<file path="config.mk">
export PLATFORM = sky130hd
export DESIGN_NAME = m65c02a_bus_if
export DESIGN_NICKNAME = d
export VERILOG_FILES = /design/src/rtl/m65c02a_bus_if.sv
export SDC_FILE = /design/constraint.sdc
export NUM_CORES = 1
export LEC_CHECK = 0
export ABC_AREA = 0
export BUFFER_PORTS_ARGS = -buffer_cell sky130_fd_sc_hd__buf_2
export CELL_PAD_IN_SITES_DETAIL_PLACEMENT = 0
export CELL_PAD_IN_SITES_GLOBAL_PLACEMENT = 1
export CORE_MARGIN = 5
export CORE_UTILIZATION = 35
export DETAILED_ROUTE_END_ITERATION = 12
export PLACE_DENSITY_LB_ADDON = 0.1
export SKIP_CTS_REPAIR_TIMING = 1
export SLEW_MARGIN = 20
export SYNTH_ARGS = -nofsm -noshare
export SYNTH_HDL_FRONTEND = slang
export SYNTH_SLANG_ARGS = --single-unit
</file>
<file path="constraint.sdc">
create_clock -name Clk -period 3.6 [get_ports Clk]
set_input_delay 0 -clock Clk [delete_from_list [all_inputs] [get_ports Clk]]
set_output_delay 0 -clock Clk [all_outputs]
set_load 0.01 [all_outputs]
</file>
<file path="src/rtl/m65c02a_bus_if.sv">
// m65c02a_bus_if: bus interface between the M65C02A core and external memory.
// Registers each core bus request, stretches it by WS wait states and/or the
// external ready-low (iWait), returns registered read data, and synchronises
// the asynchronous IRQ and set-overflow inputs.
//
// Ports
//   Clk, Rst            : clock, synchronous active-high reset
//   IO_Op, AO, DO       : core request (00 none, 01 write, 10 read, 11 fetch)
//   Wait                : combinational stall request to the core
//   DI                  : registered read data to the core
//   xIRQ, SO, Clr_SO    : synchronised IRQ, latched set-overflow and its clear
//   WS, iWait, iDI      : wait states, external ready-low, external read data
//   oAO, oDO, oIO_Op    : registered address, write data and operation
//   oCyc                : bus cycle active
//   ixIRQ, iSO          : asynchronous IRQ and set-overflow inputs
//
// Build option: define M65C02A_BUS_IF_NEGEDGE_OUT_EN to re-register oAO, oDO,
// oIO_Op and oCyc on the falling clock edge for an extra half-cycle of hold.
module m65c02a_bus_if #(
   parameter int unsigned pAW   = 16,
   parameter int unsigned pDW   = 8,
   parameter int unsigned pSync = 2,
   parameter int unsigned pWSW  = 4
) (
   input  logic            Clk,
   input  logic            Rst,
   input  logic [1:0]      IO_Op,
   input  logic [pAW-1:0]  AO,
   input  logic [pDW-1:0]  DO,
   output logic            Wait,
   output logic [pDW-1:0]  DI,
   output logic            xIRQ,
   output logic            SO,
   input  logic            Clr_SO,
   input  logic [pWSW-1:0] WS,
   input  logic            iWait,
   input  logic [pDW-1:0]  iDI,
   output logic [pAW-1:0]  oAO,
   output logic [pDW-1:0]  oDO,
   output logic [1:0]      oIO_Op,
   output logic            oCyc,
   input  logic            ixIRQ,
   input  logic            iSO
);

   typedef enum logic {ST_IDLE = 1'b0, ST_WAIT = 1'b1} state_t;

   state_t          state_q, state_d;
   logic [pWSW-1:0] cnt_q, cnt_d;
   logic [pAW-1:0]  ao_q, ao_d;
   logic [pDW-1:0]  do_q, do_d;
   logic [pDW-1:0]  di_q, di_d;
   logic [1:0]      op_q, op_d;
   logic            cyc_q, cyc_d;
   logic            start;
   logic            done;
   logic [1:0]      cur_op;

   logic [pSync-1:0] irq_sync_q;
   logic [pSync-1:0] so_sync_q;
   logic             so_hist_q;
   logic             so_q;
   logic             so_set;

   assign start  = (state_q == ST_IDLE) && (IO_Op != 2'b00);
   assign done   = ((state_q == ST_WAIT) || start) && !Wait;
   assign cur_op = start ? IO_Op : op_q;

   // State register
   always_ff @(posedge Clk) begin
      if (Rst) state_q <= ST_IDLE;
      else     state_q <= state_d;
   end

   // Next state
   always_comb begin
      state_d = state_q;
      case (state_q)
         ST_IDLE: if (start && Wait) state_d = ST_WAIT;
         ST_WAIT: if (!Wait)         state_d = ST_IDLE;
         default:                    state_d = ST_IDLE;
      endcase
   end

   // Stall output; the IDLE clock that starts a cycle is already the first
   // stall clock, so cnt_q counts the wait states still owed after it.
   always_comb begin
      Wait = 1'b0;
      case (state_q)
         ST_IDLE: Wait = start && ((WS != '0) || iWait);
         ST_WAIT: Wait = (cnt_q != '0) || iWait;
         default: Wait = 1'b0;
      endcase
      if (Rst) Wait = 1'b0;
   end

   // Request capture, wait-state counter and read-data return
   always_comb begin
      cnt_d = cnt_q;
      ao_d  = ao_q;
      do_d  = do_q;
      op_d  = op_q;
      cyc_d = cyc_q;
      di_d  = di_q;
      if (state_q == ST_IDLE) begin
         if (start) begin
            ao_d  = AO;
            do_d  = DO;
            op_d  = IO_Op;
            cyc_d = 1'b1;
            cnt_d = (WS != '0) ? WS - pWSW'(1) : '0;
         end else begin
            op_d  = 2'b00;
            cyc_d = 1'b0;
         end
      end else if (cnt_q != '0) begin
         cnt_d = cnt_q - pWSW'(1);
      end
      if (done && cur_op[1]) di_d = iDI;
   end

   always_ff @(posedge Clk) begin
      if (Rst) begin
         cnt_q <= '0;
         ao_q  <= '0;
         do_q  <= '0;
         op_q  <= 2'b00;
         cyc_q <= 1'b0;
         di_q  <= '0;
      end else begin
         cnt_q <= cnt_d;
         ao_q  <= ao_d;
         do_q  <= do_d;
         op_q  <= op_d;
         cyc_q <= cyc_d;
         di_q  <= di_d;
      end
   end

   // Synchronisers and set-overflow latch; set wins over a same-clock clear
   assign so_set = so_sync_q[pSync-1] & ~so_hist_q;

   always_ff @(posedge Clk) begin
      if (Rst) begin
         irq_sync_q <= '0;
         so_sync_q  <= '0;
         so_hist_q  <= 1'b0;
         so_q       <= 1'b0;
      end else begin
         irq_sync_q <= {irq_sync_q[pSync-2:0], ixIRQ};
         so_sync_q  <= {so_sync_q[pSync-2:0], iSO};
         so_hist_q  <= so_sync_q[pSync-1];
         if (so_set)      so_q <= 1'b1;
         else if (Clr_SO) so_q <= 1'b0;
      end
   end

   assign DI   = di_q;
   assign xIRQ = irq_sync_q[pSync-1];
   assign SO   = so_q;

`ifdef M65C02A_BUS_IF_NEGEDGE_OUT_EN
   // Half-cycle output hold; reset reaches these through the source registers
   always_ff @(negedge Clk) begin
      oAO    <= ao_q;
      oDO    <= do_q;
      oIO_Op <= op_q;
      oCyc   <= cyc_q;
   end
`else
   assign oAO    = ao_q;
   assign oDO    = do_q;
   assign oIO_Op = op_q;
   assign oCyc   = cyc_q;
`endif

endmodule

</file>
==> results.cfg, run 1 <==
[clock_tree]
clk_path_buf_depth = 2
insertion_delay_ns = 0.30
path_clk_slew_ns = 0.09
tritoncts = done
cts_inserted_buffers = 5
cts.sinks = 46
htree_levels = 2
root_buffer = clkbuf_8

[floorplan]
die_h_um = 82.6
ios = 82
die_w_um = 82.6
initial_utilization_pct = 36.2
fp.dieArea_mm2 = 0.00683
rows = 26
coreArea_mm2 = 0.00511

[sta]
tightest_slew_ns = 0.732
hold_violations = 0
fin_skew_ns = 0.00600
drv_slew = 0
worst_hold_slack_ns = 0.0251
fin_crit_sh_pct = 57.7
setup_ws_ns = 1.52
slew_headroom_pct = 51.1
fmax_ghz = 0.481
setup_viol = 0
finalSetupTns_ns = 0
rsz0062_at_grt = false
min_period_ns = 2.08

[finish]
final_nets = 366
fin_cells = 391
drive_gt1_share_pct = 30.8
diodes = 0
area_growth_pct = 44.6

[yosys]
yosysMostFrequentCell = nand2_1
yosys.area_share.simple_pct = 25.5
ys_seq_area_share_pct = 49.9
synth_area_leader_cell = dfxtp_1
async_flop_share_pct = 0
synth_edf_count = 0
synthAdderAreaFrac_pct = 1.36
synth.avg_cell_area_um2 = 8.55
synth-seq-cells = 46
synth.area.top_cells = dfxtp_1 50%, a21oi_1 10%, nand2_1 10%
syn-instance-count = 216
synthMuxAreaShare_pct = 0.542
synth_top_family_by_area = simple AND/OR/NAND/NOR gates
synth_nets = 262
netlist_top_cells_count = 49 x nand2_1, 46 x dfxtp_1, 37 x a21oi_1
synth_cell_types = 35
synth-compound-area-share_pct = 18.4
synth_xor_xnor_area_share_pct = 0.474
syn_area_mm2 = 0.00185
synth.top_cell.area_share_pct = 49.9
synth_top_flop_cell = dfxtp_1
ys.warnings.count = 0

[global_route]
grt_first_pass_wirelength_mm = 7.35
antenna_found_initial = 0
grt_max_degree = 29
grt_pass1_vias = 1614
overflow = 0
track_usage_pct = 13.9

[power_and_ir_drop]
ir_drop_mv = 0.177
total_power_mw = 1.22
power_frac_comb_pct = 21.4
power_frac_seq_pct = 47.9
power_density_mw_per_mm2 = 457
internal_power_mw = 0.886
p_switching_mw = 0.334
p_clk_share_pct = 30.7
p_leak_nw = 1.21
switching_share_pct = 27.4

[routing]
routed_wirelength_mm = 4.97
firstDrtPassIters = 4
viasPerCell = 4.56
vias = 1782
wl_per_cell_um = 12.7
drc = 0
antenna_left = 0
drtIter0Drc = 81

[worst_setup_path]
worstSetupPathType = flip-flop to flip-flop
arrival_ns = 2.31
startpoint_type = flip-flop
cp_slowest_cell = dfxtp_1
max_stage_delay_ns = 0.71
crit_path_cell_trace = o21bai_4 > a211oi_2 > or3b_2 > a21oi_1
crit_path_end_kind = flip-flop
cp.required_ns = 3.83
crit_path_max_fanout = 27

[place]
dp_worst_setup_slack_ns = 1.49
dpl.hpwl_mm = 3.31
dp_cells = 356
gp_congestion = 0.730
port_buffers = 81

[status]
status = completed

[job]
drv_cap = 0

[worst_hold_path]
hold_path.class = primary input to flip-flop
-- state kept, by name (all words and copies together), names as in the netlist --
register and cells:
DI 8, SO 1, cnt_q 4, irq_sync_q 2, oAO 16, oCyc 1, oDO 8, oIO_Op 2
so_hist_q 1, so_sync_q 2, state_q 1
-- metrics by stage --
step	utilization (%)	instance area, um^2
floorplan	-	1850
global placement	44.9	2290
detailed placement	44.9	2290
CTS	47.0	2400
global route	52.3	2670
finish	52.3	2670
-- path summary, 6_finish.rpt --
path | startpoint | end | slack [ns] | cells past startpoint
setup reg to reg | state_q$_SDFF_PP0_ | DI[1]$_SDFFE_PP0P_ | 1.52 | 4
hold reg to reg | irq_sync_q[0]$_SDFF_PP0_ | irq_sync_q[1]$_SDFF_PP0_ | 0.45 | 1
setup / recovery | state_q$_SDFF_PP0_ | DI[1]$_SDFFE_PP0P_ | 1.52 | 4
hold / removal | iDI[7] | DI[7]$_SDFFE_PP0P_ | 0.03 | 3
-- final cells by class --
cell class / count / area (um^2)
clock buffers: 7 / 76.3
well taps: 70 / 87.6
repair buffers: 110 / 691
multi-input cells: 154 / 853
fillers: 523 / 2440
inverters: 3 / 11.3
clock inverters: 1 / 30.0
flip-flops and latches: 46 / 921
-- logic make-up after synthesis --
family          count (synthesis)
xor+xnor                        1
buf+inv                        16
flops                          46
fa+ha+maj                       2
simple gates                   93
compound gates                 57
mux                             1
-- critical path: cells and delay by family (launching register included) --
family,cells,cell delay [ns]
AND/OR/NAND/NOR,1,0.51
flip-flops,1,0.71
AO/OA/AOI/OAI,3,0.79
-- power by group through the flow --
stage	sequential, mW	combinational [mW]	clock, mW
5_1_grt	0.591	0.295	0.415
6_report	0.584	0.261	0.375
4_1_cts	0.585	0.241	0.393
2_1_floorplan	0.604	0.143	0
3_5_place_dp	0.596	0.241	0
3_3_place_gp	0.596	0.240	0
-- layout by cell type (no fill, tap or decap), types with 2 or more instances in the layout --
cell type       n
a21oi_1        37
buf_2          81
buf_4           2
clkbuf_1        2
clkbuf_8        5
dfxtp_1        46
dlygate4sd3_1  27
ha_1            2
inv_1           3
nand2_1        49
nand2b_1        5
nor2_1         12
nor2b_1         7
nor3_1          7
o21ai_0         9
or3b_1          4
or3b_2          4
-- layer usage --
metal	GRT usage [%]	share of wire (%)
met5	0	0
met1	17.8	45
met4	4.41	0.80
met3	4.56	7.2
met2	22.2	46
Note: power is estimated with default switching activity, not from simulation.
==> run 2: changes to the inputs <==
- CORE_UTILIZATION: 35 -> 33
- clock period: 3.6 -> 2 ns (I/O delays scaled with it)
==> run 2 against run 1 <==
The run now ends with hold timing left; via count up 2.1%; highest routed layer unchanged; cell count up 1.5%; die area increased by 5.3%; wire length increased by 2.3%; total power up 72%; first-iteration DRC count fell by 2.5%.
==> results.cfg, run 2 (same netlist as run 1, synthesis figures left out) <==
[floorplan]
fp.dieArea_mm2 = 0.00719
initial_utilization_pct = 33.7
rows = 27
ios = 82
die_h_um = 84.8
die_w_um = 84.8
coreArea_mm2 = 0.00547

[routing]
drc = 0
wl_per_cell_um = 12.8
vias = 1820
antenna_left = 0
routed_wirelength_mm = 5.08
drtIter0Drc = 79
firstDrtPassIters = 4
viasPerCell = 4.58

[worst_setup_path]
path_buf_inv = 1
crit_path_end_kind = flip-flop
crit_path_max_fanout = 16
cp.required_ns = 2.23
max_stage_delay_ns = 0.51
cp_slowest_cell = or3b_2
worstSetupPathType = flip-flop to flip-flop
startpoint_type = flip-flop
critical_path.top_delay_family = simple AND/OR/NAND/NOR gates
reg2reg_slack_ns = 0.19
crit_path_cell_trace = inv_1 > ha_1 > nor4b_4 > o221ai_2 > or3b_2 > a21oi_1
arrival_ns = 2.04

[status]
violations = hold timing
status = finished, violations left

[place]
dpl.hpwl_mm = 3.50
dp_cells = 363
gp_congestion = 0.771
dp_worst_setup_slack_ns = 0.172
port_buffers = 81

[sta]
rsz0062_at_grt = false
finalSetupTns_ns = 0
hold_violations = 1
worst_hold_slack_ns = -0.0360
min_period_ns = 1.81
drv_slew = 0
tightest_slew_ns = 0.581
slew_headroom_pct = 61.2
fin_crit_sh_pct = 90.6
fmax_ghz = 0.552
setup_viol = 0
setup_ws_ns = 0.187
fin_skew_ns = 0.00612

[finish]
final_cell_mix = 81 x buf_2, 49 x nand2_1, 46 x dfxtp_1
final_util_pct = 49.2
fillers = 579
top_register = oAO
area_growth_pct = 45.9
drive_gt1_share_pct = 32.6
layout_commonest_cell = buf_2
fin_cells = 397
largest_reg_flops = 16
final_nets = 370
diodes = 0

[clock_tree]
path_clk_slew_ns = 0.09
root_buffer = clkbuf_8
cts_inserted_buffers = 5
cts.sinks = 46
tritoncts = done
clk_path_buf_depth = 2
insertion_delay_ns = 0.29
htree_levels = 2

[global_route]
grt_max_degree = 32
track_usage_pct = 13.3
grt_first_pass_wirelength_mm = 7.78
antenna_found_initial = 0
grt_pass1_vias = 1689
overflow = 0

[power_and_ir_drop]
power_frac_comb_pct = 23.9
p_leak_nw = 1.23
p_switching_mw = 0.610
power_frac_seq_pct = 49.9
power_density_mw_per_mm2 = 778
internal_power_mw = 1.49
p_clk_share_pct = 26.2
ir_drop_mv = 0.407
switching_share_pct = 29.1

[job]
drv_cap = 0

[worst_hold_path]
hold_path.class = primary input to flip-flop
## run 2: worst register-to-register path, delay by kind of cell, from the launching register on
family	cells	cell delay [ns]
buffers and inverters	1	0.09
AOI/OAI and AO/OA	2	0.41
DFF	1	0.33
adders and majority gates	1	0.18
and+or+nand+nor	2	0.75
## run 2: cell type report
class	instances	area [um^2]	area share [%]
Sequential cell	46	921	34.2
Multi-Input combinational cell	154	856	31.8
Timing Repair Buffer	114	731	27.1
Tap cell	72	90.1	3.34
Clock buffer	6	72.6	2.69
Clock inverter	2	13.8	0.511
Inverter	3	11.3	0.418
## run 2: power groups by stage
stage	Sequential [mW]	Combinational, mW	Clock, mW
global placement	1.07	0.462	0
finish	1.05	0.500	0.549
global route	1.06	0.559	0.612
CTS	1.05	0.469	0.577
floorplan	1.09	0.257	0
detailed placement	1.07	0.467	0
## run 2: final timing paths
check / startpoint / to / depth (start not counted)
worst max-delay path: cnt_q[0]$_SDFFE_PP0P_ / DI[1]$_SDFFE_PP0P_ / 6
worst min-delay path: Clr_SO / SO$_SDFFE_PP0P_ / 3
worst max register to register: cnt_q[0]$_SDFFE_PP0P_ / DI[1]$_SDFFE_PP0P_ / 6
worst min register to register: so_sync_q[0]$_SDFF_PP0_ / so_sync_q[1]$_SDFF_PP0_ / 1
## run 2: per-stage QoR
step	power [mW]	cell area, um^2
after floorplan	1.34	1850
after global placement	1.53	2350
after detailed placement	1.54	2350
after CTS	2.09	2430
after global routing	2.23	2700
final	2.10	2700
## run 2: per-layer routing
layer	part of all wire (%)	GRT usage (%)	vias to the layer above
li1	-	-	944
met1	45	16.3	823
met2	48	22.5	48
met3	5.8	4.08	5
met4	0.83	3.45	0
met5	0	0	-
